**src/rtl/div_unit.sv**
```systemverilog
// div_unit: 32-step restoring divider for DIV/DIVU, quotient to LO and remainder to HI.
// Ports: clk/rst (async active-high); start, sign_op, dividend, divisor are the request;
// busy is high while iterating; done pulses for one cycle with final q (quotient) and r (remainder).
module div_unit #(
  parameter int WIDTH = 32
) (
  input  logic             clk,
  input  logic             rst,
  input  logic             start,
  input  logic             sign_op,
  input  logic [WIDTH-1:0] dividend,
  input  logic [WIDTH-1:0] divisor,
  output logic             busy,
  output logic             done,
  output logic [WIDTH-1:0] q,
  output logic [WIDTH-1:0] r
);
  typedef enum logic [1:0] {IDLE, RUN, DONE} state_t;
  localparam int CW = $clog2(WIDTH) + 1;
  state_t           r_state;
  logic [CW-1:0]    r_cnt;
  logic [WIDTH-1:0] r_rem;
  logic [WIDTH-1:0] r_quo;
  logic [WIDTH-1:0] r_dividend;
  logic [WIDTH-1:0] r_divisor;
  logic             r_sign;
  logic [WIDTH-1:0] w_in_mag;
  logic             w_dvd_neg;
  logic             w_dvs_neg;
  logic [WIDTH-1:0] w_dvs_mag;
  logic [WIDTH:0]   w_shift;
  logic [WIDTH:0]   w_diff;
  logic             w_ge;
  logic [WIDTH-1:0] w_rem_n;
  logic [WIDTH-1:0] w_quo_n;
  logic [WIDTH-1:0] w_q_fin;
  logic [WIDTH-1:0] w_r_fin;
  logic             w_last;
  // The quotient register starts out holding the dividend magnitude; its top bit is
  // shifted into the partial remainder each step while quotient bits fill in from the bottom.
  always_comb begin
    w_in_mag  = (sign_op && dividend[WIDTH-1]) ? -dividend : dividend;
    w_dvd_neg = r_sign & r_dividend[WIDTH-1];
    w_dvs_neg = r_sign & r_divisor[WIDTH-1];
    w_dvs_mag = w_dvs_neg ? -r_divisor : r_divisor;
    w_shift   = {r_rem, r_quo[WIDTH-1]};
    w_diff    = w_shift - {1'b0, w_dvs_mag};
    w_ge      = ~w_diff[WIDTH];
    w_rem_n   = w_ge ? w_diff[WIDTH-1:0] : w_shift[WIDTH-1:0];
    w_quo_n   = {r_quo[WIDTH-2:0], w_ge};
    // A zero divisor yields an all-ones quotient regardless of mode; the remainder
    // already equals the dividend because every step subtracts nothing.
    w_q_fin   = (w_dvs_mag == '0) ? '1 : (w_dvd_neg ^ w_dvs_neg) ? -w_quo_n : w_quo_n;
    w_r_fin   = w_dvd_neg ? -w_rem_n : w_rem_n;
    w_last    = r_cnt == CW'(WIDTH - 1);
  end
  always_ff @(posedge clk or posedge rst) begin
    if (rst) begin
      r_state    <= IDLE;
      r_cnt      <= '0;
      r_rem      <= '0;
      r_quo      <= '0;
      r_dividend <= '0;
      r_divisor  <= '0;
      r_sign     <= 1'b0;
      busy       <= 1'b0;
      done       <= 1'b0;
      q          <= '0;
      r          <= '0;
    end else if (r_state != RUN && start) begin
      r_state    <= RUN;
      r_cnt      <= '0;
      r_rem      <= '0;
      r_quo      <= w_in_mag;
      r_dividend <= dividend;
      r_divisor  <= divisor;
      r_sign     <= sign_op;
      busy       <= 1'b1;
      done       <= 1'b0;
    end else if (r_state == RUN) begin
      r_rem <= w_rem_n;
      r_quo <= w_quo_n;
      r_cnt <= r_cnt + 1'b1;
      if (w_last) begin
        r_state <= DONE;
        busy    <= 1'b0;
        done    <= 1'b1;
        q       <= w_q_fin;
        r       <= w_r_fin;
      end
    end else begin
      r_state <= IDLE;
      done    <= 1'b0;
    end
  end
endmodule

```
**config.mk**
```make
export PLATFORM = sky130hd
export DESIGN_NAME = div_unit
export DESIGN_NICKNAME = d
export VERILOG_FILES = /design/src/rtl/div_unit.sv
export SDC_FILE = /design/constraint.sdc
export NUM_CORES = 1
export LEC_CHECK = 0
export CAP_MARGIN = 25
export CORE_MARGIN = 3
export CORE_UTILIZATION = 53
export CTS_BUF_LIST = sky130_fd_sc_hd__clkbuf_16
export DETAILED_ROUTE_END_ITERATION = 16
export GPL_TIMING_DRIVEN = 0
export PLACE_DENSITY = 0.9
export SKIP_CTS_REPAIR_TIMING = 1
export SYNTH_ARGS = -nofsm -noshare
export SYNTH_HDL_FRONTEND = slang
export SYNTH_SLANG_ARGS = --single-unit
```
**constraint.sdc**
```tcl
create_clock -name clk -period 6.2 [get_ports clk]
set_input_delay 0.93 -clock clk [delete_from_list [all_inputs] [get_ports clk]]
set_output_delay 0.93 -clock clk [all_outputs]
set_load 0.05 [all_outputs]
```
; Word level (Yosys, flattened, before mapping)
; Index checks and enable logic that the tools add are counted.
[totals]
word_cells = 54
input_bits = 68
regBits = 203
output_inout_bits = 66
[op_classes]
bitwise = 5
n_addsub = 6
mux = 21
n_eq_ne = 4
reduce_logical = 7
[op_table]
columns = op, count
row1 = $mux W32, 10
row2 = $neg A32 Y32, 4
row3 = $sub A33 B32 Y33, 1
row4 = $logic_not A32 Y1, 1
row5 = $mux W6, 2
row6 = $add A6 B1 Y6 const B, 1
row7 = $eq A6 B5 Y1 const B, 1
row8 = $mux W1, 6
row9 = $mux W2, 3
row10 = $reduce_bool A2 Y1, 2
row11 = $ne A3 B3 Y1 const B, 1
row12 = $reduce_and A3 Y1, 1
row13 = $and A1 B1 Y1, 2
row14 = $eq A2 B1 Y1 const B, 1
row15 = $logic_and A1 B1 Y1, 2
row16 = $ne A2 B1 Y1 const B, 1
row17 = $not A1 Y1, 2
row18 = $reduce_and A2 Y1, 1
row19 = $xor A1 B1 Y1, 1

; Logic depth before layout (Yosys ltp)
[depth]
ltp_word = 7
ltp_mapped = 29
ltp_nobuf = 26

; Worst setup path after synthesis
; OpenSTA, ideal clock, no wires.
[synth_path]
kind = reg2reg
start = register r_divisor[0]
end = register r[22]
path_stages_with_launch = 30
setup_time_ps = 125
setup_slack_ps = -563
required_time_ps = 6075
arrival_ps = 6638
synth_period_minus_slack_ps = 6763
path_buffers = 3
path_cell_list = dfrtp_1 inv_1 ha_1 nor3b_2 nand3_1 nor4_1 a21oi_1 xnor2_1 ha_1 clkbuf_1 a21o_1 or3_1 o211ai_1 a211oi_1 a211oi_1 o21ai_0 xor2_1 nand3_1 nand2_1 clkbuf_1 buf_1 nand2_1 o21ai_0 ha_1 o211ai_1 a22oi_1 nand4_1 o21ai_0 xor2_1 mux2_2
[synth_between]
elab_chain_cells = 6
[synth_lines]
columns = item, line
row1 = from (decl), 25  ; logic [WIDTH-1:0] r_divisor;
row2 = from (signal assigned), 76  ; r_divisor <= divisor;
row3 = $neg A32 Y32, 45  ; w_dvs_mag = w_dvs_neg ? -r_divisor : r_divisor;
row4 = $mux W32 (*), 45
row5 = $sub A33 B32 Y33 (*), 47  ; w_diff = w_shift - {1'b0, w_dvs_mag};
row6 = $mux W32 (*), 49  ; w_rem_n = w_ge ? w_diff[WIDTH-1:0] : w_shift[WIDTH-1:0];
row7 = $neg A32 Y32, 54  ; w_r_fin = w_dvd_neg ? -w_rem_n : w_rem_n;
row8 = $mux W32 (*), 54
row9 = to (signal assigned), 89  ; r <= w_r_fin;
row10 = to (decl), 16  ; output logic [WIDTH-1:0] r
; Every way passes the cells marked *; elsewhere a longest branch is shown, timed or not.
; A chain may end at the register's enable or synchronous reset.

; Worst setup path in the final report
; Same ends and word-level chain as after synthesis.

==> flow_summary.json <==
{
  "status": "complete, no violations",
  "synthToLayoutAreaGrowth_pct": 24.9,
  "worstPathArrival_ps": 6510,
  "fin_setup_tns_ps": 0,
  "drv_cap": 0,
  "antenna_cells": 0,
  "rsz0062_at_grt": "true",
  "fin_util_pct": 68.6,
  "die_area_mm2": 0.0258,
  "grt_pass1_wl_um": 66700,
  "globalplace.congestion": 0.968,
  "cts_tree": "yes",
  "num_rows": 55,
  "first_pass_iters": 5,
  "first_iter_violations": 1667,
  "fin_crit_ps": 6180,
  "synth_cells": 1524,
  "setup_viol": 0,
  "final_hold_viol_count": 0,
  "slew_headroom_pct": 37.7,
  "required_ps": 6530,
  "cp-start-kind": "flop",
  "slowest_stage": "dfrtp_2",
  "port_buffers": 132,
  "yosys.area.top_type": "dfrtp_1",
  "rr_startpoint": "r_divisor[0]",
  "synthesis.area_mm2": 0.0127,
  "synth_seq_area_share_pct": 33.8,
  "crit_start": "r_divisor[0]",
  "critical_path_class": "flop to flop",
  "synth_edf_count": 0,
  "syn_nets": 1620,
  "grt_usage_pct": 31.7,
  "io_pins": 134,
  "ys_types": 86,
  "mostFrequentLayoutCells": "174 x o21ai_0, 164 x dfrtp_1, 161 x nand2_1",
  "drt-vias-per-instance": 6.48,
  "worst-path-max-fanout": 10,
  "drt-met1-wl_um": 16600,
  "die_w_um": 161,
  "num_vias": 13200,
  "drt-total-wl_um": 43100,
  "drive_above_1_share_pct": 12.5,
  "ctsLongestPathBuffers": 2,
  "final_max_slew_viol_count": 0,
  "final_common_cell": "o21ai_0",
  "max_stage_delay_ps": 450,
  "cts_sinks": 171,
  "yosys.area.top_type_share_pct": 33.8,
  "worstMarginPinSlew_ps": 923,
  "initial_core_util_pct": 54.9,
  "ys_seq_elements": 171,
  "antenna_found_initial": 1,
  "wl_met3_um": 4460,
  "clkTransAtPathRegs_ps": 80,
  "synth_area_per_cell_um2": 8.31,
  "htree_levels": 4,
  "synth_ff_type": "dfrtp_1",
  "yosysWarnings": 0,
  "clk_latency_ps": 450,
  "endpoint": "r[22]",
  "cts-buffers-inserted": 17,
  "fin_ws_ps": 17.0,
  "yosys.area_share.simple_pct": 21.6,
  "route.detailed.drc": 0,
  "pre_cts_ws_ps": -2290,
  "crit_path_end_kind": "flop",
  "fin_skew_ps": 16.7,
  "synth.area.top_cells": "dfrtp_1 34%, o21ai_0 7.2%, xnor2_1 7.1%",
  "top_layer": "met5",
  "wl_met2_um": 20400,
  "r2r_slack_ps": 20,
  "ant_nets": 0,
  "grt_overflow": 0,
  "grt_pass1_vias": 12500,
  "async_reset_ff_share_pct": 100,
  "fill_cells": 1762,
  "wl_per_cell_um": 21.2,
  "fmax_mhz": 162,
  "period_share_pct": 99.7,
  "rr_worst_depth": 31,
  "reg2reg_to": "r[22]",
  "yosys-mux-area-fraction_pct": 4.61,
  "synth_adder_area_share_pct": 3.22,
  "die_h_um": 161,
  "synth_xor_area_share_pct": 11.7,
  "hp-class": "flop to flop",
  "dp_hpwl_um": 30700,
  "num-nets-final": 1807,
  "cp_common_cell": "buf_4",
  "synth_top_family_by_area": "simple AND/OR/NAND/NOR gates",
  "core_area_mm2": 0.0231,
  "cts_root_buf": "clkbuf_16",
  "grt_max_degree": 134,
  "synth_compound_area_share_pct": 21.4
}
## state kept, by name, indices dropped and copies added, names as in the netlist
| register | cells |
|---|---|
| q | 32 |
| r | 32 |
| r_divisor | 32 |
| r_quo | 32 |
| r_rem | 32 |
| r_cnt | 6 |
| busy | 1 |
| done | 1 |
| r_dividend | 1 |
| r_sign | 1 |
| r_state | 1 |
## routing by layer
| layer | vias to the layer above | GRT usage, % |
|---|---|---|
| met5 | - | 0 |
| met4 | 2 | 12.3 |
| met3 | 149 | 7.76 |
| met2 | 874 | 51.3 |
| met1 | 6295 | 41.2 |
| li1 | 5881 | - |
## through the flow
| step | std cells | area [um^2] | hold WS, ps |
|---|---|---|---|
| floorplan | 1524 | 12700 | 466 |
| global placement | 1969 | 14400 | 460 |
| detailed placement | 1971 | 14400 | 469 |
| CTS | 2003 | 15100 | 486 |
| global route | 2037 | 15800 | 504 |
| finish | 2037 | 15800 | 478 |
## worst max-delay path, delay by kind of cell, from the launching register on
| kind | cells | cell delay, ps |
|---|---|---|
| fa+ha+maj | 3 | 670 |
| mux | 1 | 270 |
| buf+inv | 6 | 990 |
| simple gates | 8 | 1290 |
| xor+xnor | 3 | 640 |
| flops | 1 | 450 |
| compound gates | 10 | 1730 |
## layout make-up
type | instances | area [um^2] | area share [%]
Timing Repair Buffer | 173 | 1650 | 10.4
Clock inverter | 15 | 201 | 1.27
Inverter | 30 | 124 | 0.783
Multi-Input combinational cell | 1232 | 8310 | 52.6
Clock buffer | 17 | 425 | 2.69
Sequential cell | 171 | 4290 | 27.1
Buffer | 86 | 422 | 2.67
Tap cell | 313 | 392 | 2.48
## synth_stat cells, types with 5 or more instances
master    instances
nor4_1           19
a21boi_0          7
and3_1           10
dfrtp_1         171
mux2_2           35
nand4_1          15
nand2_1         163
or2_2            10
a21oi_1         104
o21ai_0         182
o41ai_1           9
xor2_1           58
o31ai_1          19
nor3_1           40
mux2i_1          19
clkbuf_1         75
or4_1             9
xnor2_1         102
and2_1           13
buf_1             8
nor2b_1           6
a31oi_1          20
ha_1             27
o21bai_1          5
o211ai_1         10
maj3_1            5
nand3_1          29
nand3b_1         31
buf_2             6
nor2_1          121
nand2b_1         14
inv_1            29
or3_1            29
o21a_1            5
a211oi_1         11
a21o_1            8
## kinds of logic (layout without fill, tap and decap cells)
group,count (synthesis),in the layout
AO/OA/AOI/OAI,443,443
XOR/XNOR,164,164
adder cells (fa/ha/maj),33,33
buffers and inverters,121,321
flip-flops,171,171
multiplexers,54,54
AND/OR/NAND/NOR,538,538
## how the worst min path moves through the flow
stage              from       end  slack [ps]  cells after the start
6_report          r[18]     r[18]         480                      2
5_1_grt           r[17]     r[17]         500                      2
3_3_place_gp       busy      busy         460                      2
2_1_floorplan  r_cnt[4]  r_cnt[4]         470                      1
3_5_place_dp      r[20]     r[20]         470                      2
4_1_cts           r[20]     r[20]         490                      2
Power is left out: the tool's default activity adds up to more than one toggle a clock period on the data nets, which glitch-free logic cannot reach.
